[src/rtl/c_realign_buf.sv]
// c_realign_buf: RV32C instruction realignment buffer between fetch and decode.
// Aligned fetch words are split into 16-bit parcels and queued. Each cycle the
// head of the queue is presented to decode as a single complete instruction:
// either a 16-bit compressed one or a 32-bit one, which may straddle two fetch
// words.
//
// Ports:
//   clk, reset_n        clock, asynchronous active-low reset
//   flush_i             redirect to redirect_pc_i; the queue is cleared
//   redirect_pc_i       redirect target (bit 0 ignored)
//   fetch_valid_i/      fetch word handshake; fetch_data_i parcel 0 in [15:0]
//   fetch_ready_o/
//   fetch_data_i
//   inst_valid_o/       instruction handshake toward decode
//   inst_ready_i
//   inst_o              instruction (compressed zero-extended)
//   inst_pc_o           PC of the presented instruction
//   inst_is_c_o         presented instruction is compressed
//   pc_misaligned_o     presented 32-bit instruction spans two fetch words
//   stall_pc_o          inverse of fetch_ready_o
module c_realign_buf #(
  parameter int              XLEN     = 32,
  parameter int              FETCH_W  = 32,
  parameter int              DEPTH_HW = 8,
  parameter logic [XLEN-1:0] RESET_PC = '0
) (
  input  logic               clk,
  input  logic               reset_n,
  input  logic               flush_i,
  input  logic [XLEN-1:0]    redirect_pc_i,
  input  logic               fetch_valid_i,
  output logic               fetch_ready_o,
  input  logic [FETCH_W-1:0] fetch_data_i,
  output logic               inst_valid_o,
  input  logic               inst_ready_i,
  output logic [31:0]        inst_o,
  output logic [XLEN-1:0]    inst_pc_o,
  output logic               inst_is_c_o,
  output logic               pc_misaligned_o,
  output logic               stall_pc_o
);

  localparam int NP = FETCH_W / 16;          // parcels per fetch word
  localparam int PW = $clog2(DEPTH_HW);      // pointer width
  localparam int CW = PW + 1;                // count width, holds 0..DEPTH_HW
  localparam int OB = $clog2(FETCH_W / 8);   // byte-offset bits within a fetch word
  localparam int DW = OB - 1;                // parcel-offset bits within a fetch word

  logic [15:0]     mem [DEPTH_HW];
  logic [PW-1:0]   head;
  logic [CW-1:0]   count;
  logic [XLEN-1:0] head_pc;
  logic [DW-1:0]   drop;

  logic [15:0]     parcel0;
  logic [15:0]     parcel1;
  logic            avail;
  logic            push;
  logic            pop;
  logic [CW-1:0]   n_push;
  logic [CW-1:0]   n_pop;

  always_comb begin
    parcel0         = mem[head];
    parcel1         = mem[head + PW'(1)];
    inst_is_c_o     = (parcel0[1:0] != 2'b11);
    avail           = inst_is_c_o ? (count >= CW'(1)) : (count >= CW'(2));
    inst_valid_o    = avail && !flush_i;
    // Registered count only; a pop in this cycle does not open room early.
    fetch_ready_o   = (CW'(DEPTH_HW) - count) >= CW'(NP);
    stall_pc_o      = !fetch_ready_o;
    push            = fetch_valid_i && fetch_ready_o && !flush_i;
    pop             = inst_valid_o && inst_ready_i;
    n_push          = push ? (CW'(NP) - CW'(drop)) : '0;
    n_pop           = pop ? (inst_is_c_o ? CW'(1) : CW'(2)) : '0;
    inst_o          = inst_is_c_o ? {16'h0000, parcel0} : {parcel1, parcel0};
    inst_pc_o       = head_pc;
    // Head sits on the last parcel of a fetch word, so the upper half comes from the next word.
    pc_misaligned_o = inst_valid_o && !inst_is_c_o && (&head_pc[OB-1:1]);
  end

  // Parcel storage carries no reset; only count decides what is live.
  // Dropped leading parcels (mid-word redirect entry) are skipped and the rest packed at the tail.
  always_ff @(posedge clk) begin
    if (push) begin
      for (int i = 0; i < NP; i++) begin
        if (i >= int'(drop)) begin
          mem[head + PW'(count) + PW'(i) - PW'(drop)] <= fetch_data_i[16*i +: 16];
        end
      end
    end
  end

  always_ff @(posedge clk or negedge reset_n) begin
    if (!reset_n) begin
      head    <= '0;
      count   <= '0;
      head_pc <= RESET_PC;
      drop    <= '0;
    end else if (flush_i) begin
      head    <= '0;
      count   <= '0;
      head_pc <= redirect_pc_i & ~XLEN'(1);
      drop    <= redirect_pc_i[OB-1:1];
    end else begin
      count <= count + n_push - n_pop;
      head  <= head + PW'(n_pop);
      if (pop) begin
        head_pc <= head_pc + (inst_is_c_o ? XLEN'(2) : XLEN'(4));
      end
      if (push) begin
        drop <= '0;
      end
    end
  end

endmodule

[config.mk]
export PLATFORM = sky130hd
export DESIGN_NAME = c_realign_buf
export DESIGN_NICKNAME = d
export VERILOG_FILES = /design/src/rtl/c_realign_buf.sv
export SDC_FILE = /design/constraint.sdc
export NUM_CORES = 1
export LEC_CHECK = 0
export ABC_AREA = 1
export BUFFER_PORTS_ARGS = -buffer_cell sky130_fd_sc_hd__buf_2
export CAP_MARGIN = 20
export CORE_MARGIN = 4
export CORE_UTILIZATION = 50
export CTS_BUF_LIST = sky130_fd_sc_hd__clkbuf_8 sky130_fd_sc_hd__clkbuf_16
export DETAILED_ROUTE_END_ITERATION = 16
export GPL_TIMING_DRIVEN = 0
export PLACE_DENSITY = 0.76
export RECOVER_POWER = 50
export SLEW_MARGIN = 20
export SYNTH_ARGS = -nofsm -noshare
export SYNTH_HDL_FRONTEND = slang
export SYNTH_SLANG_ARGS = --single-unit
export TNS_END_PERCENT = 100
[constraint.sdc]
create_clock -name clk -period 3.37 [get_ports clk]
set_clock_uncertainty 0.2 [all_clocks]
set_input_delay 0.674 -clock clk [delete_from_list [all_inputs] [get_ports clk]]
set_output_delay 0.674 -clock clk [all_outputs]
set_load 0.02 [all_outputs]
After elaboration in Yosys (flattened, before gate mapping)
Memories as Yosys holds them, arrays and structs flattened.
Cells that the tools add are included.
- flip-flop bits (word level): 40
- bits in writable memories: 128
- input bits: 69
- output and inout bits: 69
- logic and storage cells: 49
- memories: 1
- $add $sub $neg: 11
- magnitude comparators: 4
- equality and inequality tests: 1
- muxes and demuxes: 17
- reductions and logical operators: 11
- memory list (name ; depth ; width ; rd ports ; clocked after memory_dff ; write ports ; line ; source):
    mem ; 8 ; 16 ; 2 ; 0 ; 2 ; 49 ; logic [15:0] mem [DEPTH_HW];
- operator list (kind ; count):
    $mux 32 ; 3
    $add 32x3->32 ; 1
    $ge 4x2->1 const B ; 2
    $mux 1 ; 8
    $mux 4 ; 2
    $add 3x1->3 const B ; 2
    $logic_and 1x1->1 ; 6
    $mux 3 ; 2
    $sub 3x1->3 ; 2
    $add 4x4->4 ; 1
    $ge 4x1->1 const B ; 1
    $mux 2 ; 2
    $reduce_bool 2->1 ; 2
    $sub 4x2->4 ; 1
    $sub 4x4->4 const A ; 1
    $add 3x2->3 ; 1
    $add 3x3->3 ; 1
    $logic_not 1->1 ; 3
    $sub 2x1->3 const A ; 1
    $ne 2x2->1 const B ; 1
    $ge 1x1->1 const A ; 1

Longest topological paths before layout
Gate-level depths: netlist of the first run.
- word-level depth: 8
- depth in mapped cells: 26
- mapped depth without buffers: 22

Worst setup path after synthesis of the first run
Ideal clock, no wire load.
- kind: register to register
- start point: reg head[0]
- end point: reg head_pc[31], in the netlist inst_pc_o[31]
- library setup time: 118 ps
- data arrival time: 3380 ps
- slack: -328 ps
- cell stages (with the launch flop): 27
- buffers on the path: 4
- clock period less this slack: 3698 ps
- cell sequence: dfrtp_1 -> buf_2 -> inv_2 -> buf_2 -> nand2_1 -> nand3_1 -> nand2_1 -> nand2_1 -> nand2_1 -> nand2_1 -> buf_2 -> buf_2 -> ha_1 -> inv_1 -> fa_1 -> inv_1 -> nand3_1 -> nor2_1 -> inv_1 -> nor2_1 -> nand2_1 -> nand2_1 -> nand2_1 -> nand2_1 -> nand2_1 -> nand2_1 -> nand2_1
- cells in the longest elaborated chain, start to end: 6
- elaborated cells on any way between the ends: 10
- classes of those cells: add/sub: 1; eq/ne: 1; mux: 4; reduce/logical: 3; memory: 1
- ends and longest elaborated chain (element ; line ; source):
    start: declaration ; 50 ; logic [PW-1:0] head;
    start signal: assignment ; 107 ; head <= head + PW'(n_pop);
    $mem_v2 8x16 (*) ; - ;
    $ne 2x2->1 (*) ; 66 ; inst_is_c_o = (parcel0[1:0] != 2'b11);
    net inst_is_c_o ; 38 ; output logic inst_is_c_o,
    $mux 3 / $mux 1 (equally long branches) ; 109, 67 ;
    $add 32x3->32 / $logic_and 1x1->1 (equally long branches) ; 109, 68 ;
    $mux 32 / $logic_and 1x1->1 (equally long branches) ; 108, 73 ;
    $mux 32 / $reduce_bool 2->1 (equally long branches) ; - ;
    end signal: assignment ; 103 ; head_pc <= redirect_pc_i & ~XLEN'(1);
    end signal: assignment ; 109 ; head_pc <= head_pc + (inst_is_c_o ? XLEN'(2) : XLEN'(4));
    end: declaration ; 52 ; logic [XLEN-1:0] head_pc;
The timed path passes the listed nets; every way through them passes the cells marked *. The select of a mux whose other input is x is not followed.
A chain may end at the register's enable or synchronous reset.

Worst setup path in the final report of the first run
- start point: reg head[0]
- end point: out inst_o[6]
- cells in the longest elaborated chain, start to end: 2
- ends and longest elaborated chain (element ; line ; source):
    $mem_v2 8x16 ; - ;
    $mux 32 ; 76 ; inst_o = inst_is_c_o ? {16'h0000, parcel0} : {parcel1, parcel0};
    end: declaration ; 36 ; output logic [31:0] inst_o,
No other way between the ends.

==> results of run 1 <==
-- through the flow --
stage                     hold slack (ns)  utilization  power [uW]  cells
after global routing               0.3456       0.6088       12880   2052
after detailed placement           0.3408       0.5526        9229   1993
final                              0.3342       0.6088       12230   2052
after CTS                          0.2037       0.5891       11520   2034
after floorplan                    0.1784            -        7212   1599
after global placement             0.3377       0.5473        9023   1986
-- power breakdown --
part / total, uW / internal [uW] / leakage (uW) / switching (uW)
Combinational: 6910 / 2360 / 0.00440 / 4550
Clock: 2030 / 1110 / 0.000281 / 915
Sequential: 3290 / 2840 / 0.00164 / 452
Total: 12200 / 6310 / 0.00632 / 5920
-- kinds of logic after synthesis --
kind of cell | after synthesis
simple gates | 972
buf+inv | 196
other cells | 1
compound gates | 229
flops | 167
fa+ha+maj | 22
xor+xnor | 12
-- path summary, 6_finish.rpt --
check / slack, ns / startpoint / to
worst min register to register: 0.37 / inst_pc_o[15] / inst_pc_o[15]
worst max register to register: 0.05 / head[0] / mem[3][13]
worst min-delay path: 0.33 / redirect_pc_i[1] / drop
max in group asynchronous: 0.73 / reset_n / head[1]
min in group asynchronous: 0.73 / reset_n / inst_pc_o[3]
worst max-delay path: 0.01 / head[0] / inst_o[6]
-- registers in the layout (all words and copies together) (netlist names) --
signal     flops
head           3
count          4
inst_pc_o     31
drop           1
mem          128
-- metal layers --
metal  vias to the layer above  global-route usage  routed length, um
met5                         -                   0                 64
met2                       786              0.4955              19000
met4                        12              0.1456               1839
met3                       156             0.06627               4513
li1                       5515                   -                  -
met1                      5295              0.3738              14490
-- what timing repair did --
| item | CTS | global route |
|---|---|---|
| pin swaps | 2 | 12 |
| gates resized for setup | 60 | 110 |
| setup endpoints to repair | 58 | 107 |
| hold buffers | 0 | 0 |
| gates cloned | 0 | 2 |
| setup buffers | 9 | 16 |
-- tightest hold or removal path: cells and delay by family --
| family | cells | cell delay, ns |
|---|---|---|
| buffers and inverters | 2 | 0.12 |
| AO/OA/AOI/OAI | 1 | 0.13 |
-- cell usage in the layout, fill, tap and decap left out, types with 4 or more instances in the layout --
cell type,count
nand2_1,610
nor2_1,231
o21ai_0,140
edfxtp_1,128
buf_2,91
inv_1,66
nand3_1,55
clkbuf_1,53
dfrtp_1,38
buf_4,34
buf_6,30
clkbuf_16,19
clkbuf_2,15
ha_1,15
a31oi_1,14
a21oi_1,14
nand2_2,13
o31ai_1,13
nor2_4,12
o22ai_1,12
inv_2,11
nor3_1,11
clkbuf_4,10
nand3b_1,10
nand4_1,9
buf_8,8
o221ai_1,8
nand2_4,8
o221ai_2,6
o21ai_2,6
nor2_2,5
inv_6,5
xnor2_1,4
fa_1,4
clkinvlp_4,4
-- final cells by class --
| class | instances | share of cell area |
|---|---|---|
| Inverter | 81 | 0.02349 |
| Buffer | 114 | 0.05728 |
| Multi-Input combinational cell | 1236 | 0.4362 |
| Tap cell | 285 | 0.02595 |
| Sequential cell | 167 | 0.3508 |
| Timing Repair Buffer | 136 | 0.06301 |
| Clock inverter | 15 | 0.01211 |
| Antenna cell | 1 | 0.0001821 |
| Clock buffer | 17 | 0.03096 |
==> metrics.txt, run 1 <==
first-pass GRT wire length=roughly 60,000 um; vias in the first global route=around 11,000; worst-margin pin slew=around 2.3 ns; Max Cap Viol=1; TNS Setup=0 ns; Simple-Gate Fraction of Synth Area=0.3473; status=finished with violations; Commonest cells post-synth=619 x nand2_1, 240 x nor2_1, 145 x o21ai_0, 128 x edfxtp_1, 73 x inv_1; Leak Pwr=about 0.0063 uW; Num CTS Buffers=17; worst path bufs/invs=6; Std-Cell Rows=55; Synth Area in Compound Gates=0.1130; final worst setup slack=0.01248 ns; final count of negative-setup-slack endpoints=0; DRC Markers=0; reg2reg path depth=11; core area=between 0.02 and 0.025 mm2; mux cell area share after synthesis=0; sequential cell area=0.004821 mm2; Total GRT Usage=0.2997; CP delay by family, top=buffers and inverters; worst skew pair latency=roughly 0.44 ns; RD Place Congestion=around 0.94; top_reg_cell synth=edfxtp_1; critical path peak fanout=10; TritonCTS sink count=167; Yosys top cell area share=0.3354; YS warnings=0; die area=between 0.02 and 0.03 mm2; initial antenna violation count=7; Filler cells=a little under 2,000; Antenna Nets Post-Route=0; crit path kind=reg -> out; die extent in x=around 160 um; post-route cell area=roughly 0.014 mm2; htree depth=4; Post-Place Setup Slack=-0.6082 ns; Crit-path slowest cell=dfrtp_1; largest family of logic cells by synthesized area=simple AND/OR/NAND/NOR gates; Max clock buf depth=2; Area Growth Syn to Fin=19.90%; Synth area leader=edfxtp_1; flop and latch count out of synthesis=167; Power Dens Cells=roughly 890 mW/mm2; Synth Area in Adders=0.02730; vias per cell=roughly 5.7; Synth async-reset ratio=0.2335; Post-Synthesis Cells=1,599; CTS clk-pin slew, worst paths=~0.07 ns; Crit. path cell count=10; CP Capture Type=output port; post-synthesis sequential area ratio=0.4206; Synth Area in XOR/XNOR=0.01114; Final period util=0.9963; drt pass-1 iters=11; Routed WL per cell=approximately 19 um; remaining global-route overflow=0; most common cell in the netlist=nand2_1; hpwl dp=28,680 um; Die Ht=159.4 um; Hold Path Depth=3; Relative slew margins=-0.5563; Boundary Pins=around 140; Avg Cell Area, Syn=7.167 um2; CP Launch Type=flop; Slew Limit Fails=40; library cells used by synthesis=42; Port-buffer cells=roughly 100; Max Clk Rate=roughly 300 MHz; violated checks=capacitance limit, slew limit; net count after synthesis=around 1,700; RSZ-0062 raised after global routing=true; cell breakdown of the critical path=buf_6 > clkinv_8 > buf_4 > clkbuf_16 > clkbuf_1 > o21ai_0 > o22ai_1 > nor2_1 > a31oi_1 > buf_2; crit path time final=3.358 ns; Iteration-0 DRC Markers=about 1,200; crit-path max cell delay=~0.42 ns; Post-synth EDFFs=around 130; Root Buffer=clkbuf_16; Peak VDD IR=0.0004768 V; area of the mapped netlist=between 0.01 and 0.015 mm2; Final Hold Viols=0; Final #Nets=1,844; Vias=about 12,000; share of cells above drive strength 1=0.1812; CP required=roughly 2.5 ns; area occupied by multi-input gates=0.005993 mm2; drt total wl=approximately 40,000 um; WP data arrival=about 2.5 ns; Hold Path Class=in -> reg; largest net degree at the start of global routing=40; Area contributors post-synth=edfxtp_1 34%, nand2_1 20%, dfrtp_1 8.5%; CTS tree=built; Initial Utilization=0.5077; placed cell areas=0.01247 mm2
Power figures use the tool's default switching activity.
==> run 2: changes to the inputs <==
Settings changed: MAX_ROUTING_LAYER set to met4.
==> run 2 against run 1 <==
Net effect:
- the run ends with capacitance limit, slew limit, setup timing left
- highest routed layer is now met4
- routed wire length fell by 0.23%
- count of clock-buffer cells in the layout stayed put
- largest cell class unchanged
- core utilization about the same
- clock power barely moved
- via count is 0.15% higher
- global-route usage is 0.49 points higher
- final cell count barely moved
- critical endpoint is now inst_o[24]
- design area hardly changed
==> metrics.txt, run 2 (synthesized netlist as in run 1, its figures left out) <==
htree depth=4 (unchanged); Final Hold Viols=0 (unchanged); Filler cells=1,981 (-0.35%); Port-buffer cells=102 (unchanged); commonest non-fill, non-tap cell in the layout=nand2_1; Die Ht=159.4 um (unchanged); crit path time final=3.380 ns (+0.02204 ns); vias in the first global route=11,090 (+1.1%); Boundary Pins=138 (unchanged); Leak Pwr=0.006316 uW (-0.10%); placed cell areas=0.01249 mm2 (+0.15%); WP data arrival=2.51 ns (+0.03 ns); drt pass-1 iters=7 (-4); Top reg by flops=mem; FF-to-FF Start=head[0]; CP Launch Type=flop; Max Clk Rate=295.9 MHz (-0.65%); RSZ-0062 raised after global routing=true; Hold Path Depth=3 (unchanged); crit path kind=reg -> out; Power Dens Cells=887.9 mW/mm2 (-0.27%); share of cells above drive strength 1=0.1890 (+0.007789); reg2reg path depth=10 (-1); Slew Limit Fails=40 (unchanged); vias per cell=5.739 (+0.10%); first-pass GRT wire length=59,350 um (-0.85%); Post-Place Setup Slack=-0.6191 ns (-0.01082 ns); Iteration-0 DRC Markers=1,352 (+15%); Hold Path Class=in -> reg; die extent in x=159.4 um (unchanged); Std-Cell Rows=55 (unchanged); CP Capture Type=output port; drt total wl=39,820 um (-0.23%); Register-to-Register Setup Slack=0.07 ns (+0.02 ns); hold path endpoint=drop; Total GRT Usage=0.3046 (+0.004888); Vias=11,780 (+0.15%); die area=0.02541 mm2 (unchanged); RD Place Congestion=1.002 (+6.1%); CTS clk-pin slew, worst paths=0.07 ns (about the same); final count of negative-setup-slack endpoints=2 (+2); Initial Utilization=0.5077 (unchanged); most frequent cells in the layout=602 x nand2_1, 231 x nor2_1, 140 x o21ai_0; RR Endpoint=mem[4][10]; post-route cell area=0.01375 mm2 (about the same); Peak VDD IR=0.0004855 V (+1.8%); Max Cap Viol=1 (unchanged); DRC Markers=0 (unchanged); Routed WL per cell=19.39 um (-0.28%); Root Buffer=clkbuf_16; final worst setup slack=-0.009557 ns (-0.02204 ns); core area=0.02257 mm2 (unchanged); status=finished with violations; worst-margin pin slew=2.207 ns (-0.1280 ns); Relative slew margins=-0.4710 (+0.08535); TritonCTS sink count=167 (unchanged); critical path peak fanout=10 (unchanged); CTS tree=built; Final #Nets=1,840 (-0.22%); Num CTS Buffers=17 (unchanged); hpwl dp=28,850 um (+0.61%); worst skew pair latency=0.44 ns (about the same); initial antenna violation count=6 (-1); largest net degree at the start of global routing=40 (unchanged); max reg flops=128 (unchanged); remaining global-route overflow=0 (unchanged); HP Start=redirect_pc_i[1]; CP required=2.50 ns (about the same); Final period util=1.003 (+0.006539); violated checks=capacitance limit, slew limit, setup timing; sequential cell area=0.004825 mm2 (about the same); area occupied by multi-input gates=0.006038 mm2 (+0.75%); Area Growth Syn to Fin=19.95% (about the same); Antenna Nets Post-Route=0 (unchanged); Max clock buf depth=2 (unchanged)
==> run 2: cell count changes in the layout (fill, tap and decap cells not counted), sizes merged <==
cell      change
clkinvlp      -2
buf           -4
clkinv        +1
inv           +1
diode         +5
==> run 2: worst max-delay path by stage <==
stage | from | to | slack [ns]
global placement | head[0] | mem[0][1] | -1.17
floorplan | head[0] | mem[0][0] | -0.05
global route | head[0] | inst_o[19] | -0.12
detailed placement | head[0] | inst_pc_o[15] | -0.62
finish | head[0] | inst_o[24] | -0.01
CTS | head[1] | inst_o[21] | 0.004
==> run 2: cell type report <==
| type | count | share of cell area |
|---|---|---|
| Antenna cell | 6 | 0.001092 |
| Buffer | 115 | 0.05662 |
| Clock buffer | 17 | 0.03095 |
| Clock inverter | 15 | 0.01202 |
| Inverter | 81 | 0.02312 |
| Multi-Input combinational cell | 1236 | 0.4393 |
| Sequential cell | 167 | 0.3510 |
| Tap cell | 285 | 0.02594 |
| Timing Repair Buffer | 131 | 0.05999 |
==> run 2: through the flow <==
step / hold WS, ns / instances / TNS (ns) / utilization / total power, uW
4_1_cts: 0.1987 / 2034 / 0 / 0.5892 / 11490
3_3_place_gp: 0.3345 / 1986 / -100.08 / 0.5473 / 9028
5_1_grt: 0.3430 / 2053 / -0.6809 / 0.6090 / 12850
3_5_place_dp: 0.3442 / 1994 / -11.52 / 0.5534 / 9251
2_1_floorplan: 0.1784 / 1599 / -3.062 / - / 7212
6_report: 0.3279 / 2053 / -0.01024 / 0.6090 / 12200
==> run 2: timing repair <==
action	in CTS	in global routing
pin swaps	2	17
hold endpoints to repair	0	0
setup endpoints to repair	58	126
resized for setup	57	114
setup buffers	8	8
cloned	0	5
hold buffers	0	0
==> run 2: power breakdown <==
part           internal [uW]  switching (uW)  leakage (uW)  total (uW)
Clock                   1110             890      0.000289        2000
Combinational           2320            4580       0.00439        6900
Sequential              2840             458       0.00164        3300
==> run 2: metal layers <==
metal  wire (um)  global-route usage  part of all wire  vias up
met1       14460              0.3692              0.36     5335
li1            -                   -                 -     5504
met4        1742              0.1128             0.044        0
met2       18820              0.4977              0.47      787
met5           0                   -                 0        -
met3        4799             0.07300              0.12      156
==> run 2: worst max-delay path: stages (launching register included) <==
cell and delay (ns):
dfrtp_2 0.45, ha_2 0.37, inv_2 0.14, buf_6 0.19, o21ai_0 0.15, o221ai_2 0.31
o31ai_1 0.18, nor2_1 0.10, buf_2 0.17
==> run 3: changes to the inputs <==
Settings changed: CORE_ASPECT_RATIO set to 1.2, CTS_CLUSTER_DIAMETER set to 40.
==> run 3 against run 2 <==
Net effect:
- the flow finishes with violations (capacitance limit, slew limit)
- register-to-register slack got worse by 0.05 ns
- power fell by 1.9%
- fmax rose by 1.0%
- non-clock buffer count rose by 8
- sequential share of layout area rose by 0.084 points
- first-iteration DRC count fell by 22%
- sequential power rose by 2%
- via count rose by 0.96%
- critical endpoint is now inst_pc_o[31]
==> metrics.txt, run 3 (synthesized netlist as in run 1, its figures left out) <==
status=finished with violations; violated checks=capacitance limit, slew limit; vias in the first global route=11,240 (+1.3%); commonest non-fill, non-tap cell in the layout=nand2_1; RSZ-0062 raised after global routing=true; Crit. path cell count=26 (+18); Register-to-Register Setup Slack=0.02 ns (-0.05 ns); Iteration-0 DRC Markers=1,057 (-22%); CTS clk-pin slew, worst paths=0.07 ns (about the same); DRC Markers=0 (unchanged); Max Clk Rate=298.9 MHz (+1.0%); Final #Nets=1,848 (+0.43%); Routed WL per cell=20.68 um (+6.6%); Vias=11,900 (+0.96%); Root Buffer=clkbuf_16; worst path bufs/invs=8 (+5); Initial Utilization=0.5088 (+0.001128); Final Hold Viols=0 (unchanged); Boundary Pins=138 (unchanged); crit path kind=reg -> reg; final count of negative-setup-slack endpoints=0 (-2); Std-Cell Rows=60 (+9.1%); Die Ht=173.8 um (+9.1%); TritonCTS sink count=167 (unchanged); vias per cell=5.780 (+0.71%); Total GRT Usage=0.3346 (+0.02995); Leak Pwr=0.006386 uW (+1.1%); Crit-path slowest cell=dfrtp_2; core area=0.02252 mm2 (-0.22%); drt total wl=42,550 um (+6.9%); final worst setup slack=0.02478 ns (+0.03434 ns); hpwl dp=31,830 um (+10%); CP Capture Type=flop; RD Place Congestion=0.9829 (-1.9%); crit path time final=3.345 ns (-0.03434 ns); Hold Path Depth=3 (unchanged); Max clock buf depth=2 (unchanged); die extent in x=146.2 um (-8.3%); drt pass-1 iters=7 (unchanged); Max Cap Viol=1 (unchanged); CP delay by family, top=simple AND/OR/NAND/NOR gates; max reg flops=128 (unchanged); Top reg by flops=mem; remaining global-route overflow=0 (unchanged); Power Dens Cells=873.8 mW/mm2 (-1.6%); first-pass GRT wire length=63,800 um (+7.5%); Hold Path Class=in -> reg; CP Launch Type=flop; reg2reg path depth=26 (+16); WP data arrival=3.47 ns (+0.96 ns); Final period util=0.9926 (-0.01019); share of cells above drive strength 1=0.1898 (+0.0008407); largest net degree at the start of global routing=40 (unchanged); Relative slew margins=-0.5695 (-0.09851); Filler cells=2,046 (+3.3%); CP required=3.50 ns (+1.00 ns); Area Growth Syn to Fin=19.60%; Util after Layout=0.6086 (about the same); initial antenna violation count=7 (+1); Slew Limit Fails=40 (unchanged); Port-buffer cells=102 (unchanged); critical path peak fanout=8 (-2); Num CTS Buffers=17 (unchanged); most frequent cells in the layout=609 x nand2_1, 228 x nor2_1, 137 x o21ai_0; crit-path max cell delay=0.45 ns (about the same); cts hold-fix bufs=0 (unchanged); worst skew pair latency=0.43 ns (about the same); htree depth=4 (unchanged); most frequent cell on the critical path=nand2_1; Post-Place Setup Slack=-0.8153 ns (-0.1963 ns); worst-margin pin slew=2.354 ns (+0.1478 ns); Antenna Nets Post-Route=0 (unchanged); CTS tree=built; die area=0.02542 mm2 (about the same); Peak VDD IR=0.0006907 V (+42%)
run 3: cell types whose count changed in the layout (fill, tap and decap cells not counted), sizes merged:
| cell | change |
|---|---|
| diode | +3 |
| clkbuf | -23 |
| clkinv | +1 |
| buf | +34 |
| bufinv | -2 |
| clkinvlp | -2 |
run 3: cell type report:
cell class / count / area (um2) / area share
flip-flops and latches: 167 / 4822 / 0.3518
clock buffers: 20 / 500.5 / 0.03652
clock inverters: 12 / 60.06 / 0.004382
repair buffers: 139 / 889.6 / 0.06491
plain buffers: 115 / 739.5 / 0.05395
inverters: 81 / 310.3 / 0.02264
multi-input cells: 1236 / 6012 / 0.4387
well taps: 279 / 349.1 / 0.02547
diodes: 9 / 22.52 / 0.001643
run 3: repair_timing:
action,in CTS,in global routing
gates resized for setup,57,99
pin swaps,3,27
buffers inserted,9,21
endpoints found under the setup margin,62,125
run 3: per-layer routing:
layer  global-route usage  up-vias  share of wire
met3              0.05544      115           0.10
met4               0.1545        0          0.041
met1               0.4193     5489           0.38
met5                    -        -              0
li1                     -     5531              -
met2               0.5321      760           0.47
run 3: where the power goes:
group          switching, uW  internal (uW)  leakage (uW)
clock                    806           1060      0.000301
sequential               511           2850       0.00164
combinational           4500           2260       0.00444
total                   5810           6160       0.00639
run 3: path summary, 6_finish.rpt:
path,startpoint,end
worst max register to register,head[0],inst_pc_o[31]
worst min-delay path,redirect_pc_i[1],drop
min in group asynchronous,reset_n,count[0]
max in group asynchronous,reset_n,head[0]
worst max-delay path,head[0],inst_pc_o[31]
worst min register to register,inst_pc_o[2],inst_pc_o[2]
run 3: metrics by stage:
stage / TNS [ns] / hold WS [ns] / cell area (um2) / instances / power [uW]
detailed placement: -23.20 / 0.3512 / 12490 / 1987 / 9335
finish: 0 / 0.2988 / 13710 / 2058 / 11980
global route: -1.059 / 0.3321 / 13700 / 2056 / 12640
CTS: 0 / 0.2101 / 13270 / 2028 / 11420
global placement: -134.22 / 0.3492 / 12350 / 1980 / 9128
floorplan: -3.062 / 0.1784 / 11490 / 1599 / 7212
run 3: worst register-to-register path, cell delays in order, from the launching register on:
cell,delay (ns)
dfrtp_2,0.45
buf_6,0.16
inv_6,0.07
buf_8,0.12
nand2_2,0.05
nand3_2,0.06
nand2_1,0.05
nand2_1,0.07
nand2_2,0.09
nand2_2,0.10
buf_6,0.13
buf_12,0.11
ha_4,0.13
inv_2,0.04
fa_2,0.35
inv_2,0.09
nand3_4,0.10
nor2_4,0.19
inv_2,0.06
nor2_4,0.21
nand2_1,0.08
nand2_1,0.07
nand2_1,0.05
nand2_1,0.05
nand2_1,0.06
nand2_1,0.06
nand2_1,0.05
